File: config.mk
export PLATFORM = sky130hd
export DESIGN_NAME = cluster_collector_flat
export DESIGN_NICKNAME = d
export VERILOG_FILES = /design/src/rtl/cluster_collector_pkg.sv /design/src/rtl/cluster_collector_if.sv /design/src/rtl/cluster_slot_fifo.sv /design/src/rtl/cluster_collector.sv /design/src/flat_wrapper.sv
export SDC_FILE = /design/constraint.sdc
export NUM_CORES = 1
export LEC_CHECK = 0
export ABC_AREA = 0
export CELL_PAD_IN_SITES_DETAIL_PLACEMENT = 0
export CELL_PAD_IN_SITES_GLOBAL_PLACEMENT = 1
export CORE_MARGIN = 4
export CORE_UTILIZATION = 49
export CTS_BUF_LIST = sky130_fd_sc_hd__clkbuf_8
export DETAILED_ROUTE_END_ITERATION = 16
export DONT_BUFFER_PORTS = 1
export PLACE_DENSITY_LB_ADDON = 0.08
export SLEW_MARGIN = 20
export SYNTH_ARGS = -nofsm -noshare
export SYNTH_HDL_FRONTEND = slang
export SYNTH_SLANG_ARGS = --single-unit
export TNS_END_PERCENT = 10
File: constraint.sdc
create_clock -name clock -period 1.7 [get_ports clock]
set_input_delay 0.34 -clock clock [delete_from_list [all_inputs] [get_ports clock]]
set_output_delay 0.34 -clock clock [all_outputs]
set_load 0.02 [all_outputs]
File: src/rtl/cluster_collector_pkg.sv
// Shared cluster-packer definitions: slot width, empty-slot code, {cnt,adr} packing
// and the frame-control state encoding used by the collector.
package cluster_collector_pkg;

  localparam int unsigned SLOT_ADR_W = 11;
  localparam int unsigned SLOT_CNT_W = 3;
  localparam int unsigned SLOT_W     = SLOT_CNT_W + SLOT_ADR_W;

  localparam logic [SLOT_ADR_W-1:0] EMPTY_ADR = 11'h7FF;

  typedef struct packed {
    logic [SLOT_CNT_W-1:0] cnt;
    logic [SLOT_ADR_W-1:0] adr;
  } slot_t;

  localparam slot_t EMPTY_SLOT = {3'd0, EMPTY_ADR};

  // Frame control: waiting for the first frame_start, inside the first frame
  // (no length reference yet), or running with a reference length.
  typedef enum logic [1:0] {
    ST_WAIT  = 2'd0,
    ST_FIRST = 2'd1,
    ST_RUN   = 2'd2
  } frame_state_e;

  function automatic slot_t pack_slot(input logic [SLOT_CNT_W-1:0] cnt,
                                      input logic [SLOT_ADR_W-1:0] adr);
    slot_t s;
    s.cnt = cnt;
    s.adr = adr;
    return s;
  endfunction

endpackage

File: src/rtl/cluster_collector_if.sv
// Encoder-to-collector bus plus the collector's frame report.
//   master : drives encoder signals (frame_start, cluster_found, adr, cnt), reads the report
//   slave  : the collector; reads encoder signals, drives clusters_out, out_valid,
//            cluster_count, overflow, bad_adr, frame_err
interface cluster_collector_if #(
  parameter int unsigned MXCLUSTERS = 8,
  parameter int unsigned MXADRBITS  = 11
);
  localparam int unsigned OUT_W = MXCLUSTERS * cluster_collector_pkg::SLOT_W;

  logic                 frame_start;
  logic                 cluster_found;
  logic [MXADRBITS-1:0] adr;
  logic [2:0]           cnt;
  logic [OUT_W-1:0]     clusters_out;
  logic                 out_valid;
  logic [3:0]           cluster_count;
  logic                 overflow;
  logic                 bad_adr;
  logic                 frame_err;

  modport master (
    output frame_start, cluster_found, adr, cnt,
    input  clusters_out, out_valid, cluster_count, overflow, bad_adr, frame_err
  );

  modport slave (
    input  frame_start, cluster_found, adr, cnt,
    output clusters_out, out_valid, cluster_count, overflow, bad_adr, frame_err
  );

endinterface

File: src/rtl/cluster_slot_fifo.sv
// Slot store for one frame: slots fill in arrival order; writes past the last slot are dropped.
//   clk, rst_n : clock, async active-low reset
//   clear      : empty all slots; a simultaneous write lands in slot 0
//   write/data : append one slot
//   full       : all DEPTH slots used
//   count      : number of used slots
//   slots      : flattened slot contents, slot 0 in the low bits
module cluster_slot_fifo
  import cluster_collector_pkg::*;
#(
  parameter  int unsigned DEPTH = 8,
  localparam int unsigned CNT_W = $clog2(DEPTH + 1)
) (
  input  logic                    clk,
  input  logic                    rst_n,
  input  logic                    clear,
  input  logic                    write,
  input  slot_t                   data,
  output logic                    full,
  output logic [CNT_W-1:0]        count,
  output logic [DEPTH*SLOT_W-1:0] slots
);

  slot_t            slot_q [DEPTH];
  logic [CNT_W-1:0] wptr_q;

  assign full  = (wptr_q == CNT_W'(DEPTH));
  assign count = wptr_q;

  // Slot storage and write pointer
  always_ff @(posedge clk or negedge rst_n) begin
    if (!rst_n) begin
      for (int i = 0; i < int'(DEPTH); i++) slot_q[i] <= EMPTY_SLOT;
      wptr_q <= '0;
    end else if (clear) begin
      for (int i = 0; i < int'(DEPTH); i++) slot_q[i] <= EMPTY_SLOT;
      if (write) slot_q[0] <= data;
      wptr_q <= write ? CNT_W'(1) : '0;
    end else if (write && !full) begin
      for (int i = 0; i < int'(DEPTH); i++) begin
        if (wptr_q == CNT_W'(i)) slot_q[i] <= data;
      end
      wptr_q <= wptr_q + CNT_W'(1);
    end
  end

  // Flatten for the frame report
  always_comb begin
    slots = '0;
    for (int i = 0; i < int'(DEPTH); i++) slots[i*SLOT_W +: SLOT_W] = slot_q[i];
  end

endmodule

File: src/rtl/cluster_collector.sv
// Collects priority-encoder clusters into per-frame slots and reports the previous
// frame one cycle after each frame_start.
//   clock, reset_n : clock, async active-low reset
//   bus (slave)    : encoder inputs frame_start/cluster_found/adr/cnt;
//                    report clusters_out/out_valid/cluster_count/overflow/bad_adr/frame_err
module cluster_collector
  import cluster_collector_pkg::*;
#(
  parameter int unsigned MXCLUSTERS = 8,
  parameter int unsigned MXADRBITS  = 11,
  parameter int unsigned MXPADS     = 768
) (
  input logic                clock,
  input logic                reset_n,
  cluster_collector_if.slave bus
);

  localparam int unsigned CNT_W = $clog2(MXCLUSTERS + 1);
  localparam int unsigned LEN_W = 16;
  localparam int unsigned OUT_W = MXCLUSTERS * SLOT_W;

  logic                 in_range_c;
  logic                 dup_c;
  logic                 accept_c;
  logic                 fifo_write_c;
  slot_t                slot_c;
  logic                 fifo_full;
  logic [CNT_W-1:0]     fifo_count;
  logic [OUT_W-1:0]     fifo_slots;

  logic                 ovf_q;
  logic                 bad_q;
  logic                 last_valid_q;
  logic [MXADRBITS-1:0] last_adr_q;
  logic [LEN_W-1:0]     len_q;
  logic [LEN_W-1:0]     prev_len_q;

  frame_state_e         state_q;
  frame_state_e         state_d;
  logic                 publish_c;
  logic                 len_err_c;

  // Cluster qualification; the frame_start cycle never matches the old frame's last address
  assign in_range_c   = (32'(bus.adr) < MXPADS);
  assign dup_c        = last_valid_q && !bus.frame_start && (bus.adr == last_adr_q);
  assign accept_c     = bus.cluster_found && in_range_c && !dup_c;
  assign fifo_write_c = accept_c && (bus.frame_start || !fifo_full);
  assign slot_c       = pack_slot(bus.cnt, SLOT_ADR_W'(bus.adr));

  cluster_slot_fifo #(
    .DEPTH (MXCLUSTERS)
  ) u_slots (
    .clk   (clock),
    .rst_n (reset_n),
    .clear (bus.frame_start),
    .write (fifo_write_c),
    .data  (slot_c),
    .full  (fifo_full),
    .count (fifo_count),
    .slots (fifo_slots)
  );

  // Frame control state register
  always_ff @(posedge clock or negedge reset_n) begin
    if (!reset_n) state_q <= ST_WAIT;
    else          state_q <= state_d;
  end

  // Frame control next state: publish from the second frame_start, check length from the third
  always_comb begin
    state_d   = state_q;
    publish_c = 1'b0;
    len_err_c = 1'b0;
    if (bus.frame_start) begin
      case (state_q)
        ST_WAIT:  state_d = ST_FIRST;
        ST_FIRST: begin
          state_d   = ST_RUN;
          publish_c = 1'b1;
        end
        ST_RUN: begin
          publish_c = 1'b1;
          len_err_c = (len_q != prev_len_q);
        end
        default:  state_d = ST_WAIT;
      endcase
    end
  end

  // Per-frame flags, duplicate tracking and frame length
  always_ff @(posedge clock or negedge reset_n) begin
    if (!reset_n) begin
      ovf_q        <= 1'b0;
      bad_q        <= 1'b0;
      last_valid_q <= 1'b0;
      last_adr_q   <= '0;
      len_q        <= '0;
      prev_len_q   <= '0;
    end else if (bus.frame_start) begin
      ovf_q        <= 1'b0;
      bad_q        <= bus.cluster_found && !in_range_c;
      last_valid_q <= accept_c;
      if (accept_c) last_adr_q <= bus.adr;
      len_q        <= LEN_W'(1);
      if (state_q != ST_WAIT) prev_len_q <= len_q;
    end else begin
      if (accept_c && fifo_full)             ovf_q <= 1'b1;
      if (bus.cluster_found && !in_range_c) bad_q <= 1'b1;
      if (accept_c) begin
        last_valid_q <= 1'b1;
        last_adr_q   <= bus.adr;
      end
      if (len_q != '1) len_q <= len_q + LEN_W'(1);
    end
  end

  // Report registers, held until the next publish
  always_ff @(posedge clock or negedge reset_n) begin
    if (!reset_n) begin
      bus.clusters_out  <= {MXCLUSTERS{EMPTY_SLOT}};
      bus.cluster_count <= 4'd0;
      bus.out_valid     <= 1'b0;
      bus.overflow      <= 1'b0;
      bus.bad_adr       <= 1'b0;
      bus.frame_err     <= 1'b0;
    end else begin
      bus.out_valid <= publish_c;
      if (publish_c) begin
        bus.clusters_out  <= fifo_slots;
        bus.cluster_count <= 4'(fifo_count);
        bus.overflow      <= ovf_q;
        bus.bad_adr       <= bad_q;
        bus.frame_err     <= len_err_c;
      end
    end
  end

endmodule

File: src/flat_wrapper.sv
// flat-port wrapper written by rule: the top's interface ports become plain ports
module cluster_collector_flat import cluster_collector_pkg::*;
#(
  parameter int unsigned MXCLUSTERS = 8,
  parameter int unsigned MXADRBITS  = 11,
  parameter int unsigned MXPADS     = 768
)
  (clock, reset_n, bus_frame_start, bus_cluster_found, bus_adr, bus_cnt, bus_clusters_out, bus_out_valid, bus_cluster_count, bus_overflow, bus_bad_adr, bus_frame_err);
  cluster_collector_if #(.MXCLUSTERS(MXCLUSTERS), .MXADRBITS(MXADRBITS)) bus_i ();
  input logic clock;
  input logic reset_n;
  input wire logic [$bits(bus_i.frame_start)-1:0] bus_frame_start;
  input wire logic [$bits(bus_i.cluster_found)-1:0] bus_cluster_found;
  input wire logic [$bits(bus_i.adr)-1:0] bus_adr;
  input wire logic [$bits(bus_i.cnt)-1:0] bus_cnt;
  output wire logic [$bits(bus_i.clusters_out)-1:0] bus_clusters_out;
  output wire logic [$bits(bus_i.out_valid)-1:0] bus_out_valid;
  output wire logic [$bits(bus_i.cluster_count)-1:0] bus_cluster_count;
  output wire logic [$bits(bus_i.overflow)-1:0] bus_overflow;
  output wire logic [$bits(bus_i.bad_adr)-1:0] bus_bad_adr;
  output wire logic [$bits(bus_i.frame_err)-1:0] bus_frame_err;
  assign bus_i.frame_start = bus_frame_start;
  assign bus_i.cluster_found = bus_cluster_found;
  assign bus_i.adr = bus_adr;
  assign bus_i.cnt = bus_cnt;
  assign bus_clusters_out = bus_i.clusters_out;
  assign bus_out_valid = bus_i.out_valid;
  assign bus_cluster_count = bus_i.cluster_count;
  assign bus_overflow = bus_i.overflow;
  assign bus_bad_adr = bus_i.bad_adr;
  assign bus_frame_err = bus_i.frame_err;
  cluster_collector #(.MXCLUSTERS(MXCLUSTERS), .MXADRBITS(MXADRBITS), .MXPADS(MXPADS)) u_core (.clock(clock), .reset_n(reset_n), .bus(bus_i));
endmodule
==> run metrics, run 1 <==
outcome=finished with violations; violations in the final reports=negative hold slack, negative setup slack; Routed Antenna Nets=0; Startpoint Class=register; Die Span X=163.8 um; 1st-iter DRT viols=403; Root Driver=clkbuf_8; CTS tree=built; area grow syn2layout=19.28%; Seq/Total Area, Yosys=61.58%; Final Hold Vio Count=237; Hold Slack=-0.5140 ns; Initial Utilization=50.24%; worst IR drop on VDD=798.4 uV; Tot GR Track Use=20.76%; Static Leak=6.519 nW; vias per cell=5.295; die area=around 27,000 sq um; final setup fails=111; global-route wire length before repair=approximately 43,000 um; Worst Path Required=2.17 ns; Cell variety after synth=43; share of cells above drive strength 1=44.91%; largest net degree at the start of global routing=about 290; final worst slack=-0.1290 ns; Worst-Margin Slew=0.6987 ns; Crit Path Max Fanout=16; cell with the most instances after synthesis=dfstp_2; io pins=roughly 140; Yosys warning total=0; CP peak stage delay=roughly 0.38 ns; GPL Wtd Cong=0.7864; FMAX=546.8 MHz; Max Cap Violations=0; port bufs=0; Buf/Inv on CP=1; Area contributors post-synth=dfstp_2, dfrtp_1, mux2_2, mux2i_1, nor2_1; Post-synth EDFFs=0; Primary FF master, synth=dfstp_2; clk sink count=284; Slew headroom=53.42%; endpoint class of the critical path=register; crit share post-route=107.6%; cell area after synthesis=11,900 sq um; Crit path max-delay family=simple AND/OR/NAND/NOR gates; Pre-Repair DR Iteration Count=5; Nets=around 1,000; maximum clock path buffer count=3; share of the synthesized area in the top cell type=38.86%; grt ovf=0; syn_nets=893; # hold bufs at CTS=62; crit-path cells=xor2_1 -> nor4_2 -> a31oi_2 -> buf_12 -> and3_4 -> o32a_1; most frequent cells after synthesis=dfstp_2, mux2_2, dfrtp_1; Post-Route WL=27,500 um; CP Class=reg -> reg; Avg Cell Area, Syn=13.72 sq um; post-layout util=59.93%; Setup TNS=-8.685 ns; slowest stage cell, crit path=dfrtp_1; diode count=0; row count=56; vias in the first global route=7,608; Die Y=163.8 um; Max Slew Vio Count=0; WP data arrival=2.30 ns; Clk Latency, worst-skew pair=approximately 0.55 ns; FFs w/ async S/R, synth=100.0%; via count=between 7,000 and 8,000; wire length per cell=approximately 21 um; RSZ-0062 raised after global routing=yes; DRC Markers=0; placeable core area=23,680 sq um; worst clock skew=0.01883 ns; Cells after Synth=867; largest area contributor in the netlist=dfstp_2; initial antenna violation count=0; H-tree depth=2; Detailed Place HPWL=about 16,000 um; power density cells=between 1000 and 1500 nW/um^2; Synth Register Bits=between 200 and 300; CTS Buf Count=between 40 and 50; clock-pin slew on the worst setup and hold paths=0.06 ns; Final Critical Period=1.829 ns; min-delay worst type=in -> async; Filler Cells Inserted=1,925
[timing repair]
action / 4_1_cts / 5_1_grt
endpoints found under the setup margin: 114 / 155
hold endpoints to repair: 423 / 284
gates resized for setup: 6 / 20
pin swaps: 4 / 4
gates cloned: 0 / 2
buffers inserted: 2 / 0
[state kept, by name (all words and copies together) (netlist names)]
signal / cells
u_core.last_adr_q: 11
u_core.prev_len_q: 16
u_core.bus.frame_err: 1
u_core.bus.out_valid: 1
u_core.last_valid_q: 1
u_core.bus.clusters_out: 112
u_core.u_slots.slots: 112
u_core.len_q: 16
u_core.u_slots.count: 4
u_core.state_q: 2
u_core.bus.bad_adr: 1
u_core.bus.cluster_count: 4
u_core.ovf_q: 1
u_core.bad_q: 1
u_core.bus.overflow: 1
[metrics by stage]
| step | power, mW | cells | worst slack (ns) | instance area, sq um | hold slack (ns) |
|---|---|---|---|---|---|
| 3_5_place_dp | 10.10 | 1176 | -0.2737 | 12470 | 0.05833 |
| 3_3_place_gp | 10.00 | 1176 | -0.2082 | 12470 | 0.05508 |
| 6_report | 15.77 | 1330 | -0.1290 | 14190 | -0.5140 |
| 5_1_grt | 16.53 | 1330 | -0.2269 | 14190 | -0.5551 |
| 2_1_floorplan | 9.461 | 867 | -0.04409 | 11900 | 0.04441 |
| 4_1_cts | 16.00 | 1328 | -0.1396 | 14070 | -0.5436 |
[layout by cell type (no fill, tap or decap), types with 30 or more instances in the layout]
cell type      count
nor2_1            99
mux2_2           141
dfstp_2          176
buf_4             31
nand2b_1          30
dfrtp_1          106
dlygate4sd3_1     61
clkbuf_8          58
inv_1             36
mux2i_1           89
[worst paths after layout]
path	start	cells after the start	slack (ns)	endpoint
worst max-delay path	u_core.last_adr_q[10]	6	-0.13	u_core.u_slots.slots[3]
worst min-delay path	reset_n	0	-0.51	u_core.prev_len_q[12]
worst max register to register	u_core.last_adr_q[10]	6	-0.13	u_core.u_slots.slots[3]
worst min register to register	u_core.ovf_q	2	0.50	u_core.ovf_q
max in group asynchronous	reset_n	0	1.63	u_core.u_slots.slots[54]
min in group clock	bus_frame_start	2	0.13	u_core.u_slots.slots[11]
[kinds of logic after synthesis]
kind of cell    share of synthesized area, %
compound gates                         3.144
fa+ha+maj                             0.8413
mux                                    21.17
buf+inv                                2.692
flops                                  61.58
simple gates                           7.855
xor+xnor                               2.723
[layout make-up]
| class | instances | area [sq um] | area share (%) |
|---|---|---|---|
| Multi-Input combinational cell | 523 | 4359 | 30.71 |
| Clock buffer | 58 | 798.3 | 5.624 |
| Sequential cell | 284 | 7330 | 51.64 |
| Timing Repair Buffer | 107 | 1152 | 8.119 |
| Clock inverter | 30 | 121.4 | 0.8551 |
| Inverter | 9 | 33.78 | 0.2380 |
| Tap cell | 319 | 399.1 | 2.812 |
[power by group]
part / total (mW) / switching (mW) / internal (mW) / leakage, nW
clock: 5.69 / 2.62 / 3.07 / 0.571
combinational: 2.18 / 1.08 / 1.09 / 2.64
sequential: 7.90 / 0.573 / 7.32 / 3.31
total: 15.8 / 4.28 / 11.5 / 6.52
[metal layers]
layer	up-vias	routed length [um]	GRT usage, %
met3	36	2211	6.976
met5	-	0	0
met1	3623	11420	26.97
met4	0	427	4.956
met2	177	13440	33.90
li1	3207	-	-
(Power assumes the default switching activity.)
==> inputs of run 2 (changes only) <==
--- a/config.mk
+++ b/config.mk
@@ -14,6 +14,7 @@
 export DETAILED_ROUTE_END_ITERATION = 16
 export DONT_BUFFER_PORTS = 1
 export PLACE_DENSITY_LB_ADDON = 0.08
+export SETUP_SLACK_MARGIN = 0.05
 export SLEW_MARGIN = 20
 export SYNTH_ARGS = -nofsm -noshare
 export SYNTH_HDL_FRONTEND = slang
==> run metrics, run 2 (synthesis results as in run 1) <==
outcome=finished with violations; violations in the final reports=negative hold slack, negative setup slack; most frequent cells in the layout=dfstp_2, mux2_2, dfrtp_1, nor2_1, mux2i_1; 1st-iter DRT viols=~280; CTS tree=built; GPL Wtd Cong=0.8004; area grow syn2layout=20.18%; vias per cell=5.340; Post-Route WL=around 28,000 um; placed insts=1,176; Clk Latency, worst-skew pair=0.56 ns; Die Span X=roughly 160 um; Max Slew Vio Count=0; DRC Markers=0; global-route wire length before repair=43,790 um; largest net degree at the start of global routing=285; Setup WS pre-CTS=-0.2662 ns; Crit Path Max Fanout=16; Startpoint Class=register; share of cells above drive strength 1=between 40% and 50%; worst clock skew=0.01697 ns; initial antenna violation count=0; final worst slack=-0.1293 ns; endpoint class of the critical path=register; register area=around 7300 sq um; Filler Cells Inserted=roughly 1,900; WP data arrival=about 2.3 ns; Nets=1,000; grt ovf=0; Pre-Repair DR Iteration Count=4; Die Y=163.8 um; maximum clock path buffer count=3; Final Critical Period=1.829 ns; CTS Buf Count=48; clk sink count=~280; Max Cap Violations=0; port bufs=0; RSZ-0062 raised after global routing=yes; Static Leak=6.531 nW; die area=26,840 sq um; Hold Slack=-0.5227 ns; Slew headroom=52.45%; Final Hold Vio Count=243; placeable core area=23,680 sq um; Tot GR Track Use=about a fifth; FMAX=546.6 MHz; final setup fails=about 110; Detailed Place HPWL=16,200 um; post-route insts no fill=1,333; Worst Path Required=2.17 ns; post-layout util=60.38%; clock-pin slew on the worst setup and hold paths=0.06 ns; worst IR drop on VDD=705.1 uV; area of the multi-input gates=4420 sq um; min-delay worst type=in -> async; CP Class=reg -> reg; wire length per cell=20.77 um; Worst-Margin Slew=0.7132 ns; crit share post-route=107.6%; row count=56; Routed Antenna Nets=0; power density cells=1125 nW/um^2; Initial Utilization=50.24%; commonest non-fill, non-tap cell in the layout=dfstp_2; diode count=0; via count=7,118; H-tree depth=2; io pins=138; # hold bufs at CTS=between 60 and 70; Root Driver=clkbuf_8; vias in the first global route=7,720; reg2reg path depth=6
==> run 2: area by class of cell <==
| cell class | instances | share of cell area [%] |
|---|---|---|
| tap | 319 | 2.791 |
| clock buffer | 61 | 5.871 |
| timing repair buffer | 108 | 8.093 |
| sequential | 284 | 51.26 |
| multi-input combinational | 523 | 30.91 |
| clock inverter | 29 | 0.8312 |
| inverter | 9 | 0.2450 |
==> run 2: critical path, stage by stage (launching register included) <==
cell	delay, ns
dfrtp_1	0.39
xor2_1	0.16
nor4_2	0.34
a31oi_2	0.14
buf_6	0.18
and3_4	0.23
o32a_1	0.31
==> run 2: metal layers <==
metal	track usage, %	part of all wire [%]	up-vias
met5	0	0	-
met4	5.490	1.9	0
met3	6.750	7.2	39
met2	34.29	48	175
met1	26.93	43	3698
li1	-	-	3206
==> run 2: final timing paths <==
path                                           from                       end  slack (ns)
hold / removal                              reset_n     u_core.prev_len_q[12]       -0.52
setup / recovery              u_core.last_adr_q[10]   u_core.u_slots.slots[0]       -0.13
max in group asynchronous                   reset_n  u_core.u_slots.slots[39]        1.61
min in group clock                  bus_frame_start      u_core.bus.frame_err        0.05
hold reg to reg            u_core.u_slots.slots[13]  u_core.u_slots.slots[13]        0.50
setup reg to reg              u_core.last_adr_q[10]   u_core.u_slots.slots[0]       -0.13
==> run 2: timing repair <==
item,4_1_cts,5_1_grt
cloned,0,1
resized for setup,14,25
endpoints found under the setup margin,166,170
pin swaps,4,4
hold endpoints to repair,425,284
setup buffers,0,1
==> run 2: power by group <==
part / internal [mW] / switching, mW
Sequential: 7.32 / 0.580
Clock: 3.22 / 2.68
Combinational: 1.18 / 1.11
==> run 2: through the flow <==
step / power, mW / TNS (ns) / cell area, sq um
after detailed placement: 10.12 / -17.91 / 12470
after global routing: 16.83 / -16.94 / 14300
after CTS: 16.26 / -4.911 / 14170
after floorplan: 9.489 / 0 / 11910
final: 16.09 / -6.843 / 14300
after global placement: 10.04 / -14.82 / 12470
